--- config.mk ---
export PLATFORM = sky130hd
export DESIGN_NAME = grid_video_gen
export DESIGN_NICKNAME = d
export VERILOG_FILES = /design/src/rtl/grid_video_gen.sv
export SDC_FILE = /design/constraint.sdc
export NUM_CORES = 1
export LEC_CHECK = 0
export BUFFER_PORTS_ARGS = -buffer_cell sky130_fd_sc_hd__buf_2
export CAP_MARGIN = 10
export CORE_MARGIN = 2
export CORE_UTILIZATION = 59
export CTS_BUF_LIST = sky130_fd_sc_hd__clkbuf_16
export CTS_CLUSTER_DIAMETER = 120
export DETAILED_ROUTE_END_ITERATION = 6
export PLACE_DENSITY_LB_ADDON = 0.05
export SLEW_MARGIN = 10
export SYNTH_ARGS = -nofsm -noshare
export SYNTH_HDL_FRONTEND = slang
export SYNTH_SLANG_ARGS = --single-unit
--- constraint.sdc ---
create_clock -name clk -period 3 [get_ports clk]
set_input_delay 0.6 -clock clk [delete_from_list [all_inputs] [get_ports clk]]
set_output_delay 0.6 -clock clk [all_outputs]
set_load 0.02 [all_outputs]
--- src/rtl/grid_video_gen.sv ---
// Pixel colour pipeline for an NxN board on a 640x480 raster: per-cell state memory,
// frame-latched blinking cursor, and a sequencer that clears the board one cell per cycle.
module grid_video_gen #(
  parameter int GRID_N       = 8,
  parameter int CELL_LOG2    = 5,
  parameter int ORIGIN_X     = 192,
  parameter int ORIGIN_Y     = 112,
  parameter int BLINK_FRAMES = 30,
  localparam int CW          = $clog2(GRID_N)
) (
  input  logic          clk,
  input  logic          rst_n,
  input  logic [9:0]    x,
  input  logic [9:0]    y,
  input  logic          active,
  input  logic          frame_start,
  input  logic [CW-1:0] sel_x,
  input  logic [CW-1:0] sel_y,
  input  logic          sel_valid,
  input  logic          wr_en,
  input  logic [CW-1:0] wr_x,
  input  logic [CW-1:0] wr_y,
  input  logic [1:0]    wr_state,
  input  logic          clr,
  output logic          busy,
  output logic [7:0]    r,
  output logic [7:0]    g,
  output logic [7:0]    b
);
  localparam int NCELL = GRID_N * GRID_N;
  localparam int AW    = (NCELL > 1) ? $clog2(NCELL) : 1;
  localparam int BW    = $clog2(BLINK_FRAMES + 1);
  localparam logic [10:0] GRID_W = 11'(GRID_N << CELL_LOG2);

  typedef enum logic {IDLE, CLEAR} state_e;

  state_e        state_q, state_d;
  logic [AW-1:0] addr_q, addr_d;
  logic [1:0]    mem [NCELL];

  // S1 decode; 11-bit subtraction so pixels left/above the board wrap to huge values
  logic [10:0]   dx, dy;
  logic          in_grid_d, on_line_d;
  logic [CW-1:0] cx_d, cy_d;
  logic [AW-1:0] rd_addr;

  assign dx        = {1'b0, x} - 11'(ORIGIN_X);
  assign dy        = {1'b0, y} - 11'(ORIGIN_Y);
  assign in_grid_d = (dx < GRID_W) && (dy < GRID_W);
  assign cx_d      = dx[CELL_LOG2 +: CW];
  assign cy_d      = dy[CELL_LOG2 +: CW];
  assign on_line_d = (dx[CELL_LOG2-1:0] == '0) || (dy[CELL_LOG2-1:0] == '0);
  assign rd_addr   = in_grid_d ? AW'(int'(cy_d) * GRID_N + int'(cx_d)) : '0;

  // Write port: the clear sequencer owns the memory while busy; a clr pulse drops a same-cycle write
  logic          wr_ok, we;
  logic [AW-1:0] wa;
  logic [1:0]    wd;

  assign wr_ok = wr_en && (int'(wr_x) < GRID_N) && (int'(wr_y) < GRID_N) &&
                 (state_q == IDLE) && !clr;

  always_comb begin
    we = 1'b0;
    wa = '0;
    wd = '0;
    if (state_q == CLEAR) begin
      we = 1'b1;
      wa = addr_q;
    end else if (wr_ok) begin
      we = 1'b1;
      wa = AW'(int'(wr_y) * GRID_N + int'(wr_x));
      wd = wr_state;
    end
  end

  always_ff @(posedge clk) begin
    if (we) mem[wa] <= wd;
  end

  always_comb begin
    state_d = state_q;
    addr_d  = addr_q;
    case (state_q)
      IDLE: if (clr) begin
        state_d = CLEAR;
        addr_d  = '0;
      end
      CLEAR: begin
        addr_d = addr_q + 1'b1;
        if (addr_q == AW'(NCELL - 1)) state_d = IDLE;
      end
      default: state_d = IDLE;
    endcase
  end

  always_ff @(posedge clk or negedge rst_n) begin
    if (!rst_n) begin
      state_q <= IDLE;
      addr_q  <= '0;
    end else begin
      state_q <= state_d;
      addr_q  <= addr_d;
    end
  end

  assign busy = (state_q == CLEAR);

  // Cursor state only moves on frame_start so a frame is never drawn with two selections
  logic [CW-1:0] selx_q, sely_q;
  logic          selv_q, cur_on_q;
  logic [BW-1:0] blink_q;

  always_ff @(posedge clk or negedge rst_n) begin
    if (!rst_n) begin
      selx_q   <= '0;
      sely_q   <= '0;
      selv_q   <= 1'b0;
      cur_on_q <= 1'b1;
      blink_q  <= '0;
    end else if (frame_start) begin
      selx_q <= sel_x;
      sely_q <= sel_y;
      selv_q <= sel_valid;
      if (sel_valid && !selv_q) begin
        blink_q  <= '0;
        cur_on_q <= 1'b1;
      end else if (blink_q == BW'(BLINK_FRAMES - 1)) begin
        blink_q  <= '0;
        cur_on_q <= !cur_on_q;
      end else begin
        blink_q <= blink_q + 1'b1;
      end
    end
  end

  logic          act_q, in_grid_q, on_line_q;
  logic [CW-1:0] cx_q, cy_q;
  logic [1:0]    cell_q;

  always_ff @(posedge clk or negedge rst_n) begin
    if (!rst_n) begin
      act_q     <= 1'b0;
      in_grid_q <= 1'b0;
      on_line_q <= 1'b0;
      cx_q      <= '0;
      cy_q      <= '0;
      cell_q    <= '0;
    end else begin
      act_q     <= active;
      in_grid_q <= in_grid_d;
      on_line_q <= on_line_d;
      cx_q      <= cx_d;
      cy_q      <= cy_d;
      cell_q    <= mem[rd_addr];
    end
  end

  logic        hit;
  logic [23:0] rgb_d, rgb_q;

  assign hit = selv_q && cur_on_q && (cx_q == selx_q) && (cy_q == sely_q);

  always_comb begin
    rgb_d = 24'h000000;
    if (!act_q)          rgb_d = 24'h000000;
    else if (!in_grid_q) rgb_d = 24'hffffff;
    else if (on_line_q)  rgb_d = 24'h000000;
    else if (hit)        rgb_d = 24'hff0000;
    else begin
      case (cell_q)
        2'd0:    rgb_d = 24'h22a29c;
        2'd1:    rgb_d = 24'h0000ff;
        2'd2:    rgb_d = 24'hffd700;
        default: rgb_d = 24'h00c000;
      endcase
    end
  end

  always_ff @(posedge clk or negedge rst_n) begin
    if (!rst_n) rgb_q <= '0;
    else        rgb_q <= rgb_d;
  end

  assign r = rgb_q[23:16];
  assign g = rgb_q[15:8];
  assign b = rgb_q[7:0];
endmodule
[Word level (Yosys, flattened, before mapping)]
Memory sizes are Yosys's and may differ from the RTL's. A register that Yosys moved wholly into a read port is not among the register bits.
Cells that the tools add are included.
Storage, ports and cells
  input bits: 41
  output and inout bits: 25
  RAM bits: 128
  memories kept: 1
  register bits after elaboration: 53
Memories
  mem: depth 64, bits a word 2, read ports 1, clocked after Yosys merged registers in 1, wr ports 1, line 39  | logic [1:0] mem [NCELL];
Cells by class
  add/subtract/negate cells: 6
  order comparisons: 2
  reduce and logical (&&, ||, !) cells: 17
  eq/ne operators: 7
  mux-type cells: 23
  bitwise operators: 1
Operator list (count)
  24-bit two-way mux: 4
  24-bit one-hot mux with 3 select lines: 1
  6-bit two-way mux: 4
  11-bit by 9-bit less-than comparator with 1-bit output (second input constant): 2
  6-bit by 3-bit adder with 6-bit output: 2
  6-bit one-hot mux with 2 select lines: 1
  10-bit by 7-bit subtractor with 11-bit output (second input constant): 1
  10-bit by 8-bit subtractor with 11-bit output (second input constant): 1
  5-bit zero test: 2
  5-bit two-way mux: 2
  1-bit two-way mux: 8
  1-bit logical AND: 7
  6-bit by 1-bit adder with 6-bit output (second input constant): 1
  3-bit == test: 2
  6-bit == test (second input constant): 1
  5-bit by 1-bit adder with 5-bit output (second input constant): 1
  5-bit == test (second input constant): 1
  1-bit zero test: 4
  2-bit two-way mux: 2
  2-bit by 1-bit == test with 1-bit output (second input constant): 1
  2-bit == test (second input constant): 1
  2-bit zero test: 1
  2-bit != test (second input constant): 1
  1-bit one-hot mux with 2 select lines: 1
  4 further kinds: 4

[Depth between registers and ports, before layout]
Gate-level depths: netlist of run 1.
  word-level depth: 7
  mapped depth: 10
  mapped depth without buffers: 9

[Worst setup path before layout of run 1]
Ideal clock, no wire load.
  kind: input-to-reg
  start point: in x[6]
  end point: reg cell_q[1], read port of mem
  data required time: 2.879 ns
  data arrival time: 2.316 ns
  buffers on the path: 2
  path slack: 0.563 ns
  cell stages on the path: 9
  cell sequence: ha_1 -> buf_2 -> buf_4 -> mux4_2 -> nor2_1 -> o21ai_0 -> nand2_1 -> nand2_1 -> and4b_1
Between the ends
  longest elaborated chain between the ends: 4
Ends and longest elaborated chain
  start, declared: line 13  | input logic [9:0] x,
  10-bit by 8-bit subtractor with 11-bit output *: line 47  | assign dx = {1'b0, x} - 11'(ORIGIN_X);
  11-bit by 9-bit less-than comparator with 1-bit output: line 49  | assign in_grid_d = (dx < GRID_W) && (dy < GRID_W);
  1-bit logical AND: line 49
  6-bit two-way mux *: line 53  | assign rd_addr = in_grid_d ? AW'(int'(cy_d) * GRID_N + int'(cx_d)) : '0;
  end, declared: line 139  | logic [1:0] cell_q;
Mark *: on every way between the ends. The rest lies on a longest branch, timed or not.
A chain may end at the register's enable or synchronous reset.

[Final worst setup path of run 1]
  start point: reg state_q (netlist: busy)
  end point: mem mem[40][0], enable pin
Between the ends
  longest elaborated chain between the ends: 7
Ends and longest elaborated chain
  start, declared: line 37  | state_e state_q, state_d;
  start signal, assigned: line 102  | state_q <= state_d;
  1-bit inverter
  1-bit logical AND: line 60  | assign wr_ok = wr_en && (int'(wr_x) < GRID_N) && (int'(wr_y) < GRID_N) &&
  1-bit logical AND: line 61  | (state_q == IDLE) && !clr;
  1-bit two-way mux: line 70  | end else if (wr_ok) begin
  1-bit two-way mux: line 67  | if (state_q == CLEAR) begin
  1-bit two-way mux: line 78  | if (we) mem[wa] <= wd;
  1-bit two-way mux (implied by the code): line 78
  end, declared: line 39
Parallel ways exist; a longest one is shown, timed or not.

==> run summary, run 1 <==
EDFF count, synth: 128
largest net degree at the start of global routing: 65
initial antenna violation count: 0
Final Hold Vio Count: 0
Post-CTS Setup Bufs: 0
final setup fails: 0
synth unique cells: 70
Peak VDD IR: 0.4706 mV
fin nets: 673
CP endpoint kind: flop
max-slew violations: 0
CTS tree: built
register bit total from synthesis: 169
fmax: 420.8 MHz
max_slew headroom: 0.3703
initial drt markers: 509
fill count: 933
Max Cap Viol: 0
CTS Buffer Depth: 2
First-pass DRT Iterations: 5
most frequent cells in the layout: 128 x edfxtp_1, 78 x nor2_1, 65 x buf_2
share of layout cells above drive strength 1: 0.2586
remaining global-route overflow: 0
dpl ws: 217.9 ps
cts hold-fix bufs: 0
mux cell area share after synthesis: 0.07815
die area: 0.01356 mm2
Crit Path Class: reg2reg
I/O Pins: 66
PortBufs: 65
yosys warns: 0
final worst setup slack: 623.3 ps
fin crit period: 2377 ps
GRT Util Overall: 0.2617
Clock Sinks: 169
Avg Vias per Cell: 6.038
mapped cell area: 0.007461 mm2
Hold WC Path Type: in2reg
Clock Root Buffer: clkbuf_16
hold slack: 273.2 ps
Pwr Density: 703.5 mW/mm2
most common cell after layout, fill and taps aside: edfxtp_1
post-route setup TNS: 0 ps
Starting Density: 0.5985
XOR/XNOR Fraction of Synth Area: 0.01778
Startpoint Class: flop
post-synthesis sequential area ratio: 0.6529
Area contributors post-synth: edfxtp_1 52%, dfrtp_1 13%, mux4_2 3.9%, nor2_1 3.9%, mux2_2 2.3%
Core Area: 0.01247 mm2
RSZ-0062 raised after global routing: no
status: finished, final reports clean
number of global-route vias before repair: 4839
H-tree depth: 4
Least-Margin Pin Slew: 944.5 ps
worst skew pair latency: 430 ps
largest family of logic cells by synthesized area: simple AND/OR/NAND/NOR gates
worst-path maximum fanout: 11
die height: 116.5 um
row count: 41
GPL Wtd Cong: 0.8959
Synth Area in Adders: 0.008385
Post-Synth Simple-Gate Area: 0.1167
Setup Skew: 5.625 ps
post-cts sizing count: 0
Synth area leader: edfxtp_1
Antenna Violating Nets Remaining: 0
DRT Wirelength: 16780 um
first-pass GRT wire length: 25550 um
Req. time, crit path: 3070 ps
Leakage: 3.185 nW
ys flop type: edfxtp_1
ys async rst share: 0.2426
Die X: 116.5 um
Tcrit/Tclk final: 0.7922
Detailed Place HPWL: 11420 um
CTS clk-pin slew, worst paths: 60 ps
n_diodes: 0
Critical Path Start: busy
cells after synthesis: 552
total number of vias: 4891
cts bufs inserted: 17
WL/cell: 20.71 um
Area Growth Syn to Fin: 14.47%
Yosys top cell area share: 0.5152
Hold Crit Start: active
Arr. time, crit path: 2440 ps
Post-route DRC: 0
net count after synthesis: 598
r2r startpoint: busy
Synth Area per Inst: 13.52 um2
post-synthesis compound-gate area fraction: 0.08888
-- critical path, cell delays in order (launching register included) --
cell and delay (ps):
dfrtp_1 380, nor2_1 130, and2_1 360, a22oi_1 250
nor2_1 240, nand2_1 120, nor4_1 540
-- registers in the layout (all words and copies together), names as in the netlist --
signal     cells
cell_q         2
rgb_q         10
busy           1
selv_q         1
mem          128
on_line_q      1
addr_q         6
selx_q         3
sely_q         3
in_grid_q      1
cur_on_q       1
act_q          1
cy_q           3
blink_q        5
cx_q           3
-- Yosys cell counts (6+ instances only) --
library cell and count:
nor4_1 7, a21oi_1 11, nand3_1 17, buf_2 11
inv_1 12, nand2_1 30, a22oi_1 7, nor2_1 78
buf_4 15, xor2_1 6, mux2i_1 11, clkbuf_1 7
nand2b_1 7, dfrtp_1 40, mux2_2 15, a31oi_1 6
mux4_2 13, edfxtp_1 128, xnor2_1 6, o22ai_1 8
o21ai_0 21
-- path summary, 6_finish.rpt --
path | endpoint | slack (ps) | cells past startpoint
worst max-delay path | mem[40][0] | 620 | 6
worst min-delay path | act_q | 270 | 1
worst max register to register | mem[40][0] | 620 | 6
worst min register to register | blink_q[4] | 510 | 1
max in group asynchronous | busy | 2100 | 1
min in group asynchronous | blink_q[2] | 310 | 1
-- cells by family after synthesis --
group	after synthesis
AO/OA/AOI/OAI	95
AND/OR/NAND/NOR	180
XOR/XNOR	13
adder cells (fa/ha/maj)	5
multiplexers	40
buffers and inverters	50
flip-flops	169
-- area by class of cell --
type                    instances  area (um2)  share of cell area
clock inverters                13       100.1             0.01172
repair buffers                 93       560.5             0.06563
inverters                      13       53.80            0.006299
multi-input cells             333        2315              0.2710
well taps                     172       215.2             0.02520
flip-flops and latches        169        4871              0.5703
clock buffers                  17       425.4             0.04981
-- metrics by stage --
stage               instance area (um2)  utilization  instances  total power [mW]
finish                             8541       0.6851        810             6.008
global route                       8541       0.6851        810             6.258
CTS                                8541       0.6851        810             6.045
detailed placement                 8015       0.6430        780             4.100
global placement                   8015       0.6430        780             4.063
floorplan                          7461            -        552             3.625
-- layer usage --
| layer | wire (um) | part of all wire | track usage | vias to the layer above |
|---|---|---|---|---|
| met3 | 1205 | 0.072 | 0.05760 | 23 |
| li1 | - | - | - | 2240 |
| met5 | 0 | 0 | 0 | - |
| met2 | 8212 | 0.49 | 0.4314 | 205 |
| met1 | 7071 | 0.42 | 0.3427 | 2423 |
| met4 | 289 | 0.017 | 0.1024 | 0 |
-- report_power, final --
| part | switching, mW | total, mW | internal [mW] |
|---|---|---|---|
| logic | 0.804 | 1.22 | 0.415 |
| clock network | 0.897 | 1.95 | 1.05 |
| registers | 0.123 | 2.84 | 2.71 |
Power figures use the tool's default switching activity.
==> inputs of run 2 (changes only) <==
--- a/config.mk
+++ b/config.mk
@@ -5,6 +5,7 @@
 export SDC_FILE = /design/constraint.sdc
 export NUM_CORES = 1
 export LEC_CHECK = 0
+export ABC_AREA = 1
 export BUFFER_PORTS_ARGS = -buffer_cell sky130_fd_sc_hd__buf_2
 export CAP_MARGIN = 10
 export CORE_MARGIN = 2
==> constraint.sdc (replaced) <==
create_clock -name clk -period 2.5 [get_ports clk]
set_input_delay 0.5 -clock clk [delete_from_list [all_inputs] [get_ports clk]]
set_output_delay 0.5 -clock clk [all_outputs]
set_load 0.02 [all_outputs]
==> run 2 against run 1 <==
Compared with the run above: final area is 8.4% higher; die area is 7.5% higher; non-clock buffer count is 6 higher; clock skew hardly changed; utilization is 1.1 points higher; global-route usage is 1.0 points higher.
==> run summary, run 2 <==
status: finished, final reports clean (unchanged)
CTS clk-pin slew, worst paths: 70 ps (was 60 ps)
initial drt markers: 649 (was 509)
cell with the most instances after synthesis: inv_1 (was edfxtp_1)
Crit Path Class: reg2reg (unchanged)
die area: 0.01458 mm2 (was 0.01356 mm2)
RSZ-0062 raised after global routing: yes (was no)
cells after synthesis: 846 (was 552)
net count after synthesis: 892 (was 598)
first-pass GRT wire length: 29720 um (was 25550 um)
fin cells: 1105 (was 810)
CTS Buffer Depth: 2 (unchanged)
fin crit period: 2322 ps (was 2377 ps)
Clock Root Buffer: clkbuf_16 (unchanged)
DRT Wirelength: 18700 um (was 16780 um)
RR Endpoint: mem[35][0] (was mem[40][0])
Starting Density: 0.6047 (was 0.5985)
I/O Pins: 66 (unchanged)
n_diodes: 0 (unchanged)
max-slew violations: 0 (unchanged)
r2r startpoint: busy (unchanged)
worst skew pair latency: 450 ps (was 430 ps)
Top Registers: mem: 128 flops, rgb_q: 10 flops, addr_q: 6 flops (unchanged)
post-cts sizing count: 0 (unchanged)
fill count: 1017 (was 933)
Post-CTS Setup Bufs: 0 (unchanged)
Arr. time, crit path: 2450 ps (was 2440 ps)
total number of vias: 6169 (was 4891)
ys async rst share: 0.2426 (unchanged)
fmax: 430.6 MHz (was 420.8 MHz)
fin nets: 962 (was 673)
remaining global-route overflow: 0 (unchanged)
Area contributors post-synth: edfxtp_1 48%, dfrtp_1 12%, nand3_1 7.5%, inv_1 6.7%, nor2_1 5.6% (was edfxtp_1 52%, dfrtp_1 13%, mux4_2 3.9%, nor2_1 3.9%, mux2_2 2.3%)
Reg with most FFs: mem (unchanged)
Pwr Density: 730.5 mW/mm2 (was 703.5 mW/mm2)
cts bufs inserted: 17 (unchanged)
Clock Sinks: 169 (unchanged)
GPL Wtd Cong: 0.9248 (was 0.8959)
Hold Crit Start: active (unchanged)
die height: 120.7 um (was 116.5 um)
Largest register FFs: 128 (unchanged)
most frequent cells in the layout: 145 x inv_1, 128 x edfxtp_1, 121 x nand3_1 (was 128 x edfxtp_1, 78 x nor2_1, 65 x buf_2)
cell area after layout: 0.009256 mm2 (was 0.008541 mm2)
WL/cell: 16.92 um (was 20.71 um)
mapped cell area: 0.008040 mm2 (was 0.007461 mm2)
cell count of the worst reg-to-reg path: 6 (unchanged)
H-tree depth: 4 (unchanged)
max_slew headroom: 0.6613 (was 0.3703)
PortBufs: 65 (unchanged)
synth cell count leaders: 143 x inv_1, 128 x edfxtp_1, 121 x nand3_1 (was 128 x edfxtp_1, 78 x nor2_1, 40 x dfrtp_1)
Synth area leader: edfxtp_1 (unchanged)
Peak VDD IR: 0.6111 mV (was 0.4706 mV)
Final Hold Vio Count: 0 (unchanged)
initial antenna violation count: 0 (unchanged)
reg-to-reg slack, setup: 180 ps (was 620 ps)
Startpoint Class: flop (unchanged)
WHS Endpoint: act_q (unchanged)
number of global-route vias before repair: 5943 (was 4839)
Req. time, crit path: 2630 ps (was 3070 ps)
largest net degree at the start of global routing: 65 (unchanged)
GRT Util Overall: 0.2717 (was 0.2617)
Area Growth Syn to Fin: 15.13% (was 14.47%)
Core Area: 0.01330 mm2 (was 0.01247 mm2)
placed insts: 1072 (was 780)
synth unique cells: 37 (was 70)
row count: 42 (was 41)
First-pass DRT Iterations: 5 (unchanged)
Post-route DRC: 0 (unchanged)
Hold Path Stages: 1 (unchanged)
Yosys top cell area share: 0.4781 (was 0.5152)
share of layout cells above drive strength 1: 0.1647 (was 0.2586)
CTS tree: built (unchanged)
Least-Margin Pin Slew: 506.9 ps (was 944.5 ps)
Tcrit/Tclk final: 0.9289 (was 0.7922)
Detailed Place HPWL: 12480 um (was 11420 um)
register bit total from synthesis: 169 (unchanged)
worst-path maximum fanout: 8 (was 11)
post-synthesis sequential area ratio: 0.6058 (was 0.6529)
Max Cap Viol: 0 (unchanged)
final setup fails: 0 (unchanged)
Hold WC Path Type: in2reg (unchanged)
Die X: 120.7 um (was 116.5 um)
yosys warns: 0 (unchanged)
ys flop type: edfxtp_1 (unchanged)
Avg Vias per Cell: 5.583 (was 6.038)
Post-DP Area: 0.008677 mm2 (was 0.008015 mm2)
Setup Skew: 5.839 ps (was 5.625 ps)
Leakage: 4.117 nW (was 3.185 nW)
Synth Area per Inst: 9.504 um2 (was 13.52 um2)
EDFF count, synth: 128 (unchanged)
most common cell after layout, fill and taps aside: inv_1 (was edfxtp_1)
Antenna Violating Nets Remaining: 0 (unchanged)
CP endpoint kind: flop (unchanged)
## run 2: cell types whose count changed after synthesis, sizes merged, moves of 13 or more
cell   before  now
nand2      31  102
inv        13  148
nand4       4   55
mux4       13    0
nor2       79  121
mux2       16    0
nand3      18  124
## run 2: stage by stage
step	util	total power, mW	setup TNS, ps	setup slack (ps)	hold slack (ps)
after detailed placement	0.6526	4.269	-111.0	-59.14	413.6
after floorplan	-	3.880	-57030	-445.6	204.4
after CTS	0.6962	6.782	0	195.4	155.8
after global placement	0.6526	4.234	0	98.42	407.3
after global routing	0.6962	7.010	-77.65	-39.44	164.2
final	0.6962	6.762	0	177.6	162.2
## run 2: routing by layer
layer | vias to the layer above | GRT usage | share of wire
li1 | 2957 | - | -
met1 | 2881 | 0.3491 | 0.42
met4 | 0 | 0.1090 | 0.023
met5 | - | 0 | 0
met2 | 296 | 0.4569 | 0.49
met3 | 35 | 0.05094 | 0.072
## run 2: report_power, final
part	internal (mW)	switching, mW	total, mW	leakage [nW]
registers	3.14	0.0811	3.22	1.60
logic	0.326	0.681	1.01	2.23
clock network	1.39	1.14	2.54	0.285
## run 2: final cells by class
cell class,instances,area (um2),area share
sequential,169,4871,0.5262
multi-input combinational,481,2370,0.2560
timing repair buffer,99,670.6,0.07245
inverter,148,555.5,0.06002
clock buffer,17,425.4,0.04596
tap,176,220.2,0.02379
clock inverter,15,143.9,0.01554
## run 2: what timing repair did
action / 4_1_cts / 5_1_grt
hold buffers: 1 / 0
endpoints found under the hold margin: 12 / 0
setup endpoints to repair: 0 / 2
## run 2: worst max-delay path by stage
stage          startpoint  cells after the start    endpoint  slack, ps
4_1_cts              busy                      6   mem[3][1]        200
3_5_place_dp         y[4]                     16   cell_q[0]        -60
6_report             busy                      6  mem[35][0]        180
3_3_place_gp         y[4]                     15   cell_q[0]        100
5_1_grt              busy                      6   mem[3][1]        -40
2_1_floorplan        busy                      3   mem[0][0]       -450
## run 2: cell families after synthesis
logic type,count (synthesis),synth area share
AND/OR/NAND/NOR,422,0.2435
XOR/XNOR,9,0.009804
buffers and inverters,196,0.1013
adder cells (fa/ha/maj),5,0.007781
flip-flops,169,0.6058
AO/OA/AOI/OAI,45,0.03175
## run 2: worst max-delay path, cell delays in order (launching register included)
cell and delay (ps):
dfrtp_1 400, nor2_1 150, nand2_1 180, buf_4 210, o22ai_1 280, nand3_1 440, nor2_1 330
